$ cat src/rtl/decoder_pkg.sv
// Shared encodings for the registered N-to-2**N decoder: load modes and FSM states.
package decoder_pkg;

  localparam logic [1:0] MODE_LEVEL = 2'b00;
  localparam logic [1:0] MODE_PULSE = 2'b01;
  localparam logic [1:0] MODE_SCAN  = 2'b10;
  localparam logic [1:0] MODE_RSVD  = 2'b11;

  typedef enum logic [1:0] {
    IDLE   = 2'd0,
    HOLD   = 2'd1,
    STROBE = 2'd2,
    SCAN   = 2'd3
  } state_e;

endpackage

$ cat src/rtl/onehot_dec.sv
// Combinational SEL_W-to-2**SEL_W one-hot decoder with an enable gate.
module onehot_dec #(
  parameter int SEL_W = 3
) (
  input  logic [SEL_W-1:0]      sel_i,
  input  logic                  en_i,
  output logic [(1<<SEL_W)-1:0] onehot_o
);

  for (genvar gi = 0; gi < (1 << SEL_W); gi++) begin : g_bit
    assign onehot_o[gi] = en_i && (sel_i == SEL_W'(gi));
  end

endmodule

$ cat src/rtl/decoder_nto2n_seq.sv
// Registered N-to-2**N decoder with LEVEL / PULSE / SCAN modes and a valid/ready select load.
module decoder_nto2n_seq
  import decoder_pkg::*;
#(
  parameter int SEL_W    = 3,
  parameter int SCAN_DIV = 4
) (
  input  logic                  clk,
  input  logic                  rst,
  input  logic                  enable,
  input  logic                  clr,
  input  logic [1:0]            mode,
  input  logic [SEL_W-1:0]      sel,
  input  logic                  sel_valid,
  output logic                  sel_ready,
  output logic [(1<<SEL_W)-1:0] d,
  output logic                  busy,
  output logic                  wrap
);

  localparam int OUT_W = 1 << SEL_W;
  localparam int DIV_W = (SCAN_DIV > 1) ? $clog2(SCAN_DIV) : 1;
  localparam logic [DIV_W-1:0] DIV_LAST = DIV_W'(SCAN_DIV - 1);
  localparam logic [SEL_W-1:0] IDX_LAST = SEL_W'(OUT_W - 1);

  if (SEL_W < 1 || SEL_W > 6 || SCAN_DIV < 1) begin : g_param_check
    $error("decoder_nto2n_seq: SEL_W must be 1..6 and SCAN_DIV >= 1");
  end

  state_e           state_q, state_d;
  logic [SEL_W-1:0] index_q, index_d;
  logic [DIV_W-1:0] div_q, div_d;
  logic             wrap_q, wrap_d;
  logic [OUT_W-1:0] d_q, d_d;
  logic             dec_en;
  logic             accept;

  assign sel_ready = !rst && !clr && (state_q != STROBE);
  assign accept    = sel_valid && sel_ready;

  // The next index is decoded, so d always reflects the state entered at this edge.
  onehot_dec #(.SEL_W(SEL_W)) u_dec (
    .sel_i    (index_d),
    .en_i     (dec_en),
    .onehot_o (d_d)
  );

  always_comb begin
    state_d = state_q;
    index_d = index_q;
    div_d   = div_q;
    wrap_d  = 1'b0;
    dec_en  = 1'b0;
    if (clr) begin
      state_d = IDLE;
      div_d   = '0;
    end else if (accept) begin
      div_d = '0;
      case (mode)
        MODE_LEVEL: begin state_d = HOLD;   index_d = sel; dec_en = enable; end
        MODE_PULSE: begin state_d = STROBE; index_d = sel; dec_en = enable; end
        MODE_SCAN:  begin state_d = SCAN;   index_d = sel; dec_en = enable; end
        default:    state_d = IDLE;
      endcase
    end else begin
      case (state_q)
        IDLE:   state_d = IDLE;
        HOLD:   dec_en = enable;
        STROBE: state_d = IDLE;
        SCAN: begin
          // With enable low the dwell position freezes and the output is gated off.
          if (enable) begin
            dec_en = 1'b1;
            if (div_q == DIV_LAST) begin
              div_d   = '0;
              index_d = index_q + SEL_W'(1);
              wrap_d  = (index_q == IDX_LAST);
            end else begin
              div_d = div_q + DIV_W'(1);
            end
          end
        end
        default: state_d = IDLE;
      endcase
    end
  end

  always_ff @(posedge clk) begin
    if (rst) begin
      state_q <= IDLE;
      index_q <= '0;
      div_q   <= '0;
      wrap_q  <= 1'b0;
      d_q     <= '0;
    end else begin
      state_q <= state_d;
      index_q <= index_d;
      div_q   <= div_d;
      wrap_q  <= wrap_d;
      d_q     <= d_d;
    end
  end

  assign d    = d_q;
  assign wrap = wrap_q;
  assign busy = (state_q != IDLE);

endmodule
$ cat config.mk
export PLATFORM = sky130hd
export DESIGN_NAME = decoder_nto2n_seq
export DESIGN_NICKNAME = d
export VERILOG_FILES = /design/src/rtl/decoder_pkg.sv /design/src/rtl/onehot_dec.sv /design/src/rtl/decoder_nto2n_seq.sv
export SDC_FILE = /design/constraint.sdc
export NUM_CORES = 1
export LEC_CHECK = 0
export CAP_MARGIN = 10
export CELL_PAD_IN_SITES_DETAIL_PLACEMENT = 1
export CELL_PAD_IN_SITES_GLOBAL_PLACEMENT = 2
export CORE_ASPECT_RATIO = 0.7
export CORE_MARGIN = 5
export CORE_UTILIZATION = 27
export CTS_BUF_LIST = sky130_fd_sc_hd__clkbuf_8
export DETAILED_ROUTE_END_ITERATION = 12
export GPL_TIMING_DRIVEN = 0
export PLACE_DENSITY_LB_ADDON = 0.1
export SYNTH_ARGS = -nofsm -noshare
export SYNTH_HDL_FRONTEND = slang
export SYNTH_HIERARCHICAL = 1
export SYNTH_SLANG_ARGS = --single-unit
$ cat constraint.sdc
create_clock -name clk -period 1.9 [get_ports clk]
set_input_delay 0.285 -clock clk [delete_from_list [all_inputs] [get_ports clk]]
set_output_delay 0.285 -clock clk [all_outputs]
set_load 0.01 [all_outputs]
=== Yosys cells after proc, flatten, opt, wreduce, memory -nomap -nowiden ===
Cells that the tools add are included.
W data, S select, Z words.

* Bits in registers: 16
* Input port bits: 10
* Output and inout bits: 11
* Word-level logic and storage cells: 64

* Add/subtract/negate cells: 2
* Equal/unequal tests: 15
* Mux-type cells: 15
* Bitwise gates (word level): 3
* Reduce and logical (&&, ||, !) cells: 24

{| class="wikitable"
|+ Operators with widths
! cell !! count
|-
| $mux W3 || 6
|-
| $eq A3 B3 Y1 const B || 5
|-
| $logic_and A1 B1 Y1 || 11
|-
| $eq A2 B2 Y1 const B || 4
|-
| $eq A3 B2 Y1 const B || 2
|-
| $mux W2 || 3
|-
| $pmux W2 S3 || 1
|-
| $reduce_or A3 Y1 || 2
|-
| $reduce_or A6 Y1 || 1
|-
| $eq A2 B1 Y1 const B || 2
|-
| $logic_not A2 Y1 || 2
|-
| $mux W1 || 4
|-
| $reduce_bool A2 Y1 || 2
|-
| $reduce_or A2 Y1 || 2
|-
| $add A3 B1 Y3 const B || 1
|-
| $eq A3 B1 Y1 const B || 1
|-
| $logic_not A3 Y1 || 1
|-
| $not A1 Y1 || 3
|-
| $add A2 B1 Y2 const B || 1
|-
| $logic_not A1 Y1 || 2
|-
| $ne A2 B2 Y1 const B || 1
|-
| $pmux W1 S2 || 1
|-
| $reduce_and A2 Y1 || 1
|}

=== Depth between registers and ports, before layout ===
Gate-level depths: netlist of the first run.

* Depth in word-level cells: 8
* Gate-level depth with buffers: 7
* Mapped depth without buffers: 7

=== Modules after synthesis ===
Netlist of the first run, hierarchy kept.

{| class="wikitable"
|+ Modules (own cells, without submodules)
! module !! times used !! cells each !! area an instance (um^2) !! seq. area each (um^2)
|-
| decoder_nto2n_seq || 1 || 73 || 732.0 || 320.3
|-
| onehot_dec || 1 || 8 || 96.3 || 0.0
|}

=== Worst setup path before layout of the first run ===
OpenSTA, ideal clock, no wires.

* Path type: flip-flop to flip-flop
* Start: register div_q[0]
* End: register d_q[4], in the netlist d[4]
* Library setup time: 0.129 ns
* Arrival: 1.623 ns
* Data required time: 1.771 ns
* Path slack: 0.147 ns
* Cell stages (with the launch flop): 8
* Path buffers: 0
* Period minus slack after synthesis: 1.753 ns
* Cells stage by stage: dfxtp_1 -> ha_1 -> nand4_2 -> or3_4 -> a2bb2oi_2 -> nand2_1 -> and4bb_2 -> nor2b_1

* Word-level cells in the longest chain between the ends: 8

{| class="wikitable"
|+ Ends and longest elaborated chain
! item !! RTL line !! text
|-
| start: declaration || decoder_nto2n_seq.sv:32 || <nowiki>logic [DIV_W-1:0] div_q, div_d;</nowiki>
|-
| start signal: assignment || decoder_nto2n_seq.sv:98 || <nowiki>div_q <= div_d;</nowiki>
|-
| $eq A2 B2 Y1 || decoder_nto2n_seq.sv:74 || <nowiki>if (div_q == DIV_LAST) begin</nowiki>
|-
| $mux W3 || decoder_nto2n_seq.sv:74 ||
|-
| $mux W3 || decoder_nto2n_seq.sv:72 || <nowiki>if (enable) begin</nowiki>
|-
| $mux W3 || decoder_nto2n_seq.sv:66 || <nowiki>case (state_q)</nowiki>
|-
| $mux W3 || decoder_nto2n_seq.sv:57 || <nowiki>end else if (accept) begin</nowiki>
|-
| $mux W3 || decoder_nto2n_seq.sv:54 || <nowiki>if (clr) begin</nowiki>
|-
| named net index_d[0] || decoder_nto2n_seq.sv:31 || <nowiki>logic [SEL_W-1:0] index_q, index_d;</nowiki>
|-
| $eq A3 B3 Y1 || onehot_dec.sv:11 || <nowiki>assign onehot_o[gi] = en_i && (sel_i == SEL_W'(gi));</nowiki>
|-
| $logic_and A1 B1 Y1 || onehot_dec.sv:11 ||
|-
| named net d_d[4] || decoder_nto2n_seq.sv:34 || <nowiki>logic [OUT_W-1:0] d_q, d_d;</nowiki>
|-
| end signal: assignment || decoder_nto2n_seq.sv:94 || <nowiki>d_q <= '0;</nowiki>
|-
| end signal: assignment || decoder_nto2n_seq.sv:100 || <nowiki>d_q <= d_d;</nowiki>
|-
| end: declaration || decoder_nto2n_seq.sv:34 ||
|}

The timed path passes the listed nets, and every way through them passes these cells.
A chain may end at the register's enable or synchronous reset.

=== Worst setup path after layout of the first run ===
Ends and elaborated chain as after synthesis.

==> results of run 1 <==
## flip-flops by register name, indices dropped and copies added, names as in the netlist
signal,cells
d,8
index_q,3
div_q,2
wrap,1
state_q,2
## worst max-delay path: stages (launching register included)
cell,delay (ps)
dfxtp_2,360
ha_4,150
nand4_4,90
or3_4,410
a2bb2oi_4,180
nand2_4,110
and4bb_2,240
nor2b_1,120
## how the worst min path moves through the flow
stage                  start        to  slack [ps]  cells after the start
finish                   rst      d[7]         520                      2
global placement    div_q[1]  div_q[1]         480                      2
global route             rst      d[7]         550                      2
detailed placement  div_q[1]  div_q[1]         520                      2
CTS                      rst      d[7]         520                      2
floorplan                rst      d[7]         360                      1
## layout by cell type (no fill, tap or decap), drive strengths merged
cell type       n
dlygate4sd2     4
nor4b           1
and4            1
or2             1
nand4b          1
o22ai           2
and4b           4
ha              6
clkdlybuf4s50  14
nand2b          1
nor3b           1
a21oi           2
a2bb2oi         1
buf             2
nand2           3
clkbuf          5
nor2            6
and2            1
inv             3
nand3           2
nor3            7
or3             1
and4bb          3
mux2i           2
o21ai           1
or2b            1
nand4           1
a21boi          1
nor2b          11
dfxtp          16
dlymetal6s2s    2
## area by class of cell
| type | count | share of cell area, % |
|---|---|---|
| multi-input combinational | 61 | 48.3 |
| sequential | 16 | 25.6 |
| timing repair buffer | 22 | 17.0 |
| clock buffer | 4 | 4.34 |
| tap | 36 | 3.55 |
| inverter | 3 | 0.888 |
| buffer | 1 | 0.296 |
## through the flow
step / worst slack [ps] / cells / area (sq um) / hold slack (ps) / TNS [ps]
2_1_floorplan: 147 / 81 / 828 / 357 / 0
3_3_place_gp: -690 / 137 / 1070 / 485 / -5640
3_5_place_dp: -814 / 137 / 1070 / 518 / -6430
4_1_cts: 8.40 / 142 / 1170 / 520 / 0
5_1_grt: 3.02 / 143 / 1270 / 551 / 0
6_report: 105 / 143 / 1270 / 525 / 0
## cells by family (layout without fill, tap and decap cells)
| kind of cell | count (synthesis) | after routing | share of synthesized area [%] |
|---|---|---|---|
| fa+ha+maj | 6 | 6 | 9.06 |
| mux | 2 | 2 | 2.42 |
| flops | 16 | 16 | 38.7 |
| compound gates | 7 | 7 | 8.00 |
| buf+inv | 4 | 30 | 1.81 |
| simple gates | 46 | 46 | 40.0 |
## routing by layer
layer	global-route usage, %	part of all wire, %	vias up
met5	0	0	-
met3	4.95	6.6	2
met2	14.8	43	14
met1	13.0	49	309
met4	2.24	0.40	0
li1	-	-	346
## power groups by stage
stage,Clock (mW),Combinational [mW],Sequential (mW)
floorplan,0,0.0408,0.349
global placement,0,0.0800,0.350
detailed placement,0,0.0823,0.350
CTS,0.323,0.0857,0.342
global route,0.328,0.109,0.344
finish,0.300,0.0986,0.344
## what timing repair did
item | CTS | global route
pin swaps | 5 | 10
setup buffers | 1 | 1
endpoints found under the setup margin | 9 | 9
resized for setup | 15 | 17
==> results.cfg, run 1 <==
[clock_network]
cts_made_buffers = 3
clkTransAtPathRegs_ps = 60
cts_tree = built
clockRootBuffer = clkbuf_8
clk_latency_ps = 250
cts_max_path_buffers = 2
cts_sinks = 16
cts_max_level = 1
postCtsHoldBufs = 0

[synthesis]
yosys.area.top_type = dfxtp_1
syn_avg_cell_area_sq_um = 10.2
synth_seq_cells = 16
syn_nets = 97
ys_top_cells_by_count = dfxtp_1, nor2b_1, nor3_1
ys_seq_area_share_pct = 38.7
synthArstFlopShare_pct = 0
ys_types = 30
synthesis.area_sq_um = 828
synthFlopType = dfxtp_1
synth_top_area_share_pct = 38.7
synth_edf_count = 0
synth.top_cells.by_area = dfxtp_1, ha_1, nor2b_1
syn_inst = 81
synth-warning-count = 6
yosysMostFrequentCell = dfxtp_1

[place]
io_buffer_count = 20
place.gp.congestion = 0.695
dp_hpwl_um = 1480

[cells_and_area]
synthToLayoutAreaGrowth_pct = 53.2
diodes = 0
seqCellArea_sq_um = 325
layout-drive-gt1-share_pct = 35.5
finalNetCount = 124
fin_util_pct = 44.3
multiInputGateArea_sq_um = 613
fillers = 321

[sta]
rsz0062_at_grt = no
relSlewSlack_pct = 65.4
period_share_pct = 94.5
finClkSkew_ps = 3.65
tightest_slew_ps = 519
hold_viol = 0
maxSlewViolCount = 0
setup_viol_count_final = 0
finalCriticalPeriod_ps = 1790
fmax_mhz = 557

[worst_setup_path]
worstSetupStartpointType = flip-flop
setup.worst_path.end_class = flip-flop
r2r_start = div_q[0]
worst-r2r-setup-slack_ps = 110
r2r_end = d[4]
r2r_cells = 7
critPathRequiredTime_ps = 2020
crit_start = div_q[0]
path_class = flip-flop to flip-flop
worstPathMaxFanout = 8
crit_path_end = d[4]
worst_ep_arrival_time_ps = 1910

[outcome]
run_status = finished clean

[floorplanning]
die_area_sq_um = 4290
core-area_sq_um = 2860
initial_utilization_pct = 28.9
die_y_um = 56.3
die_w_um = 76.2
fp-row-count = 16
ios = 21

[grt]
grt_max_degree = 11
first_global_vias = 713
antenna_found_initial = 0
gr-usage-all-layers_pct = 9.97
grt_remaining_overflow = 0
grt_pass1_wl_um = 3430

[pwr]
leakagePower_nw = 0.510
power_mw = 0.743
p_int_mw = 0.570
power.switching_mw = 0.173
max-vdd-ir-drop_mv = 0.306
pwr-share-seq_pct = 46.3
power_density_nw_per_um2 = 586
p_clk_share_pct = 40.4
swShare_pct = 23.3
pwr-share-comb_pct = 13.3

[detailed_routing]
wirelength_um = 2000
vias_per_cell = 4.69
drc_errors = 0
wl_per_cell_um = 14.0
antenna_left = 0
firstDrtPassIters = 3
drt_iter0_drc = 13
vias = 671

[run]
cap_violations = 0

[worst_hold_path]
hp-class = input pin to flip-flop
Note: power is estimated with default switching activity, not from simulation.
==> run 2, diff against run 1 <==
--- a/config.mk
+++ b/config.mk
@@ -6,15 +6,13 @@
 export NUM_CORES = 1
 export LEC_CHECK = 0
 export CAP_MARGIN = 10
-export CELL_PAD_IN_SITES_DETAIL_PLACEMENT = 1
-export CELL_PAD_IN_SITES_GLOBAL_PLACEMENT = 2
-export CORE_ASPECT_RATIO = 0.7
+export CORE_ASPECT_RATIO = 0.8
 export CORE_MARGIN = 5
-export CORE_UTILIZATION = 27
+export CORE_UTILIZATION = 45
 export CTS_BUF_LIST = sky130_fd_sc_hd__clkbuf_8
 export DETAILED_ROUTE_END_ITERATION = 12
 export GPL_TIMING_DRIVEN = 0
-export PLACE_DENSITY_LB_ADDON = 0.1
+export PLACE_DENSITY = 0.77
 export SYNTH_ARGS = -nofsm -noshare
 export SYNTH_HDL_FRONTEND = slang
 export SYNTH_HIERARCHICAL = 1
==> run 2 against run 1 <==
  * Via count rose by 1.9%
  * Total power fell by 8.3%
  * Hold slack got worse by 110 ps
  * Clock-buffer cell count fell by 1
==> results.cfg, run 2 (synthesis gave the netlist of run 1 again) <==
[worst_setup_path]
worstPathMaxFanout = 8
crit_chain = ha_4, nand4_4, or3_4, o22ai_4, nor2_4, and4b_2, nor2b_1
worst-path-buf-inv = 0
critPathSlowestCell = or3_4
critPathRequiredTime_ps = 2010
path_delay_family = simple AND/OR/NAND/NOR gates
setup.worst_path.end_class = flip-flop
r2r_cells = 7
cp.depth = 7
worstSetupStartpointType = flip-flop
path_class = flip-flop to flip-flop
cp_slowest_stage_delay_ps = 450
worst_ep_arrival_time_ps = 1960

[detailed_routing]
drt_iter0_drc = 6
firstDrtPassIters = 4
vias_per_cell = 5.30
drc_errors = 0
antenna_left = 0
vias = 684
wl_per_cell_um = 14.6
wirelength_um = 1880

[pwr]
power.switching_mw = 0.155
max-vdd-ir-drop_mv = 0.468
leakagePower_nw = 0.496
power_density_nw_per_um2 = 558
power_mw = 0.681
p_int_mw = 0.526
p_clk_share_pct = 35.6
swShare_pct = 22.8
pwr-share-seq_pct = 50.6
pwr-share-comb_pct = 13.8

[place]
place.gp.congestion = 0.754
dp_cells = 123
dp_hpwl_um = 1390
io_buffer_count = 20

[floorplanning]
initial_utilization_pct = 49.0
fp-row-count = 13
die_y_um = 48.4
ios = 21
die_w_um = 58.0
die_area_sq_um = 2800
core-area_sq_um = 1690

[cells_and_area]
largest_register_ffs = 8
diodes = 0
layout-drive-gt1-share_pct = 32.7
synthToLayoutAreaGrowth_pct = 47.4
instances_no_fill = 129
final_cell_mix = clkdlybuf4s50_1, dfxtp_1, nor2b_1
final_common_cell = clkdlybuf4s50_1
fillers = 131
finalNetCount = 125

[grt]
grt_remaining_overflow = 0
grt_max_degree = 11
first_global_vias = 704
antenna_found_initial = 0
grt_pass1_wl_um = 3050
gr-usage-all-layers_pct = 13.9

[clock_network]
cts_sinks = 16
cts_max_level = 1
clkTransAtPathRegs_ps = 60
clockRootBuffer = clkbuf_8
clk_latency_ps = 250
cts_max_path_buffers = 2
cts_tree = built
cts_made_buffers = 3

[sta]
fmax_mhz = 541
finClkSkew_ps = 2.87
hold_viol = 0
tightest_slew_ps = 444
relSlewSlack_pct = 70.2
period_share_pct = 97.2
maxSlewViolCount = 0
finalCriticalPeriod_ps = 1850
setup_viol_count_final = 0

[worst_hold_path]
hold_depth = 3
hp-class = input pin to flip-flop

[outcome]
run_status = finished clean

[run]
cap_violations = 0
==> run 2: cell types whose count changed in the layout (fill, tap and decap cells not counted), sizes merged <==
cell,before,now
clkbuf,5,4
buf,2,3
==> run 2: metrics by stage <==
| step | setup slack (ps) | utilization (%) | hold slack, ps | area, sq um | setup TNS (ps) |
|---|---|---|---|---|---|
| final | 53.2 | 72.2 | 414 | 1220 | 0 |
| after CTS | 8.80 | 66.6 | 503 | 1130 | 0 |
| after global placement | -537 | 62.4 | 483 | 1060 | -4350 |
| after floorplan | 147 | - | 357 | 828 | 0 |
| after detailed placement | -688 | 62.4 | 514 | 1060 | -5160 |
| after global routing | -23.3 | 72.2 | 420 | 1220 | -112 |
==> run 2: final cells by class <==
class	count	area [sq um]	share of cell area, %
Buffer	1	3.75	0.307
Clock buffer	3	41.3	3.38
Tap cell	22	27.5	2.25
Inverter	3	11.3	0.922
Multi-Input combinational cell	61	591	48.4
Timing Repair Buffer	23	223	18.2
Sequential cell	16	324	26.5
==> run 2: timing repair <==
item / in CTS / in global routing
gates resized for setup: 10 / 17
setup buffers: 2 / 1
hold buffers: 0 / 0
pin swaps: 2 / 8
hold endpoints to repair: 0 / 0
setup endpoints to repair: 9 / 9
==> run 2: path summary, 6_finish.rpt <==
kind | start | end | slack [ps]
worst max-delay path | div_q[1] | d[3] | 50
worst min-delay path | enable | wrap | 410
worst max register to register | div_q[1] | d[3] | 50
worst min register to register | state_q[0] | wrap | 540
==> run 2: tightest hold or removal path, cell delays in order <==
cell and delay [ps]:
dlymetal6s2s_1 160, nand4_4 120, nor3_1 50
==> run 2: layer usage <==
metal,vias up,track usage [%],wire (um)
met2,16,23.9,979
met1,317,14.9,766
met5,-,0,0
met4,0,6.18,37
li1,345,-,-
met3,6,5.03,97
==> run 2: power groups by stage <==
| stage | clock, mW | sequential, mW | combinational [mW] |
|---|---|---|---|
| after CTS | 0.254 | 0.343 | 0.0836 |
| after global routing | 0.271 | 0.345 | 0.103 |
| after global placement | 0 | 0.350 | 0.0769 |
| final | 0.243 | 0.344 | 0.0940 |
| after floorplan | 0 | 0.349 | 0.0408 |
| after detailed placement | 0 | 0.350 | 0.0805 |
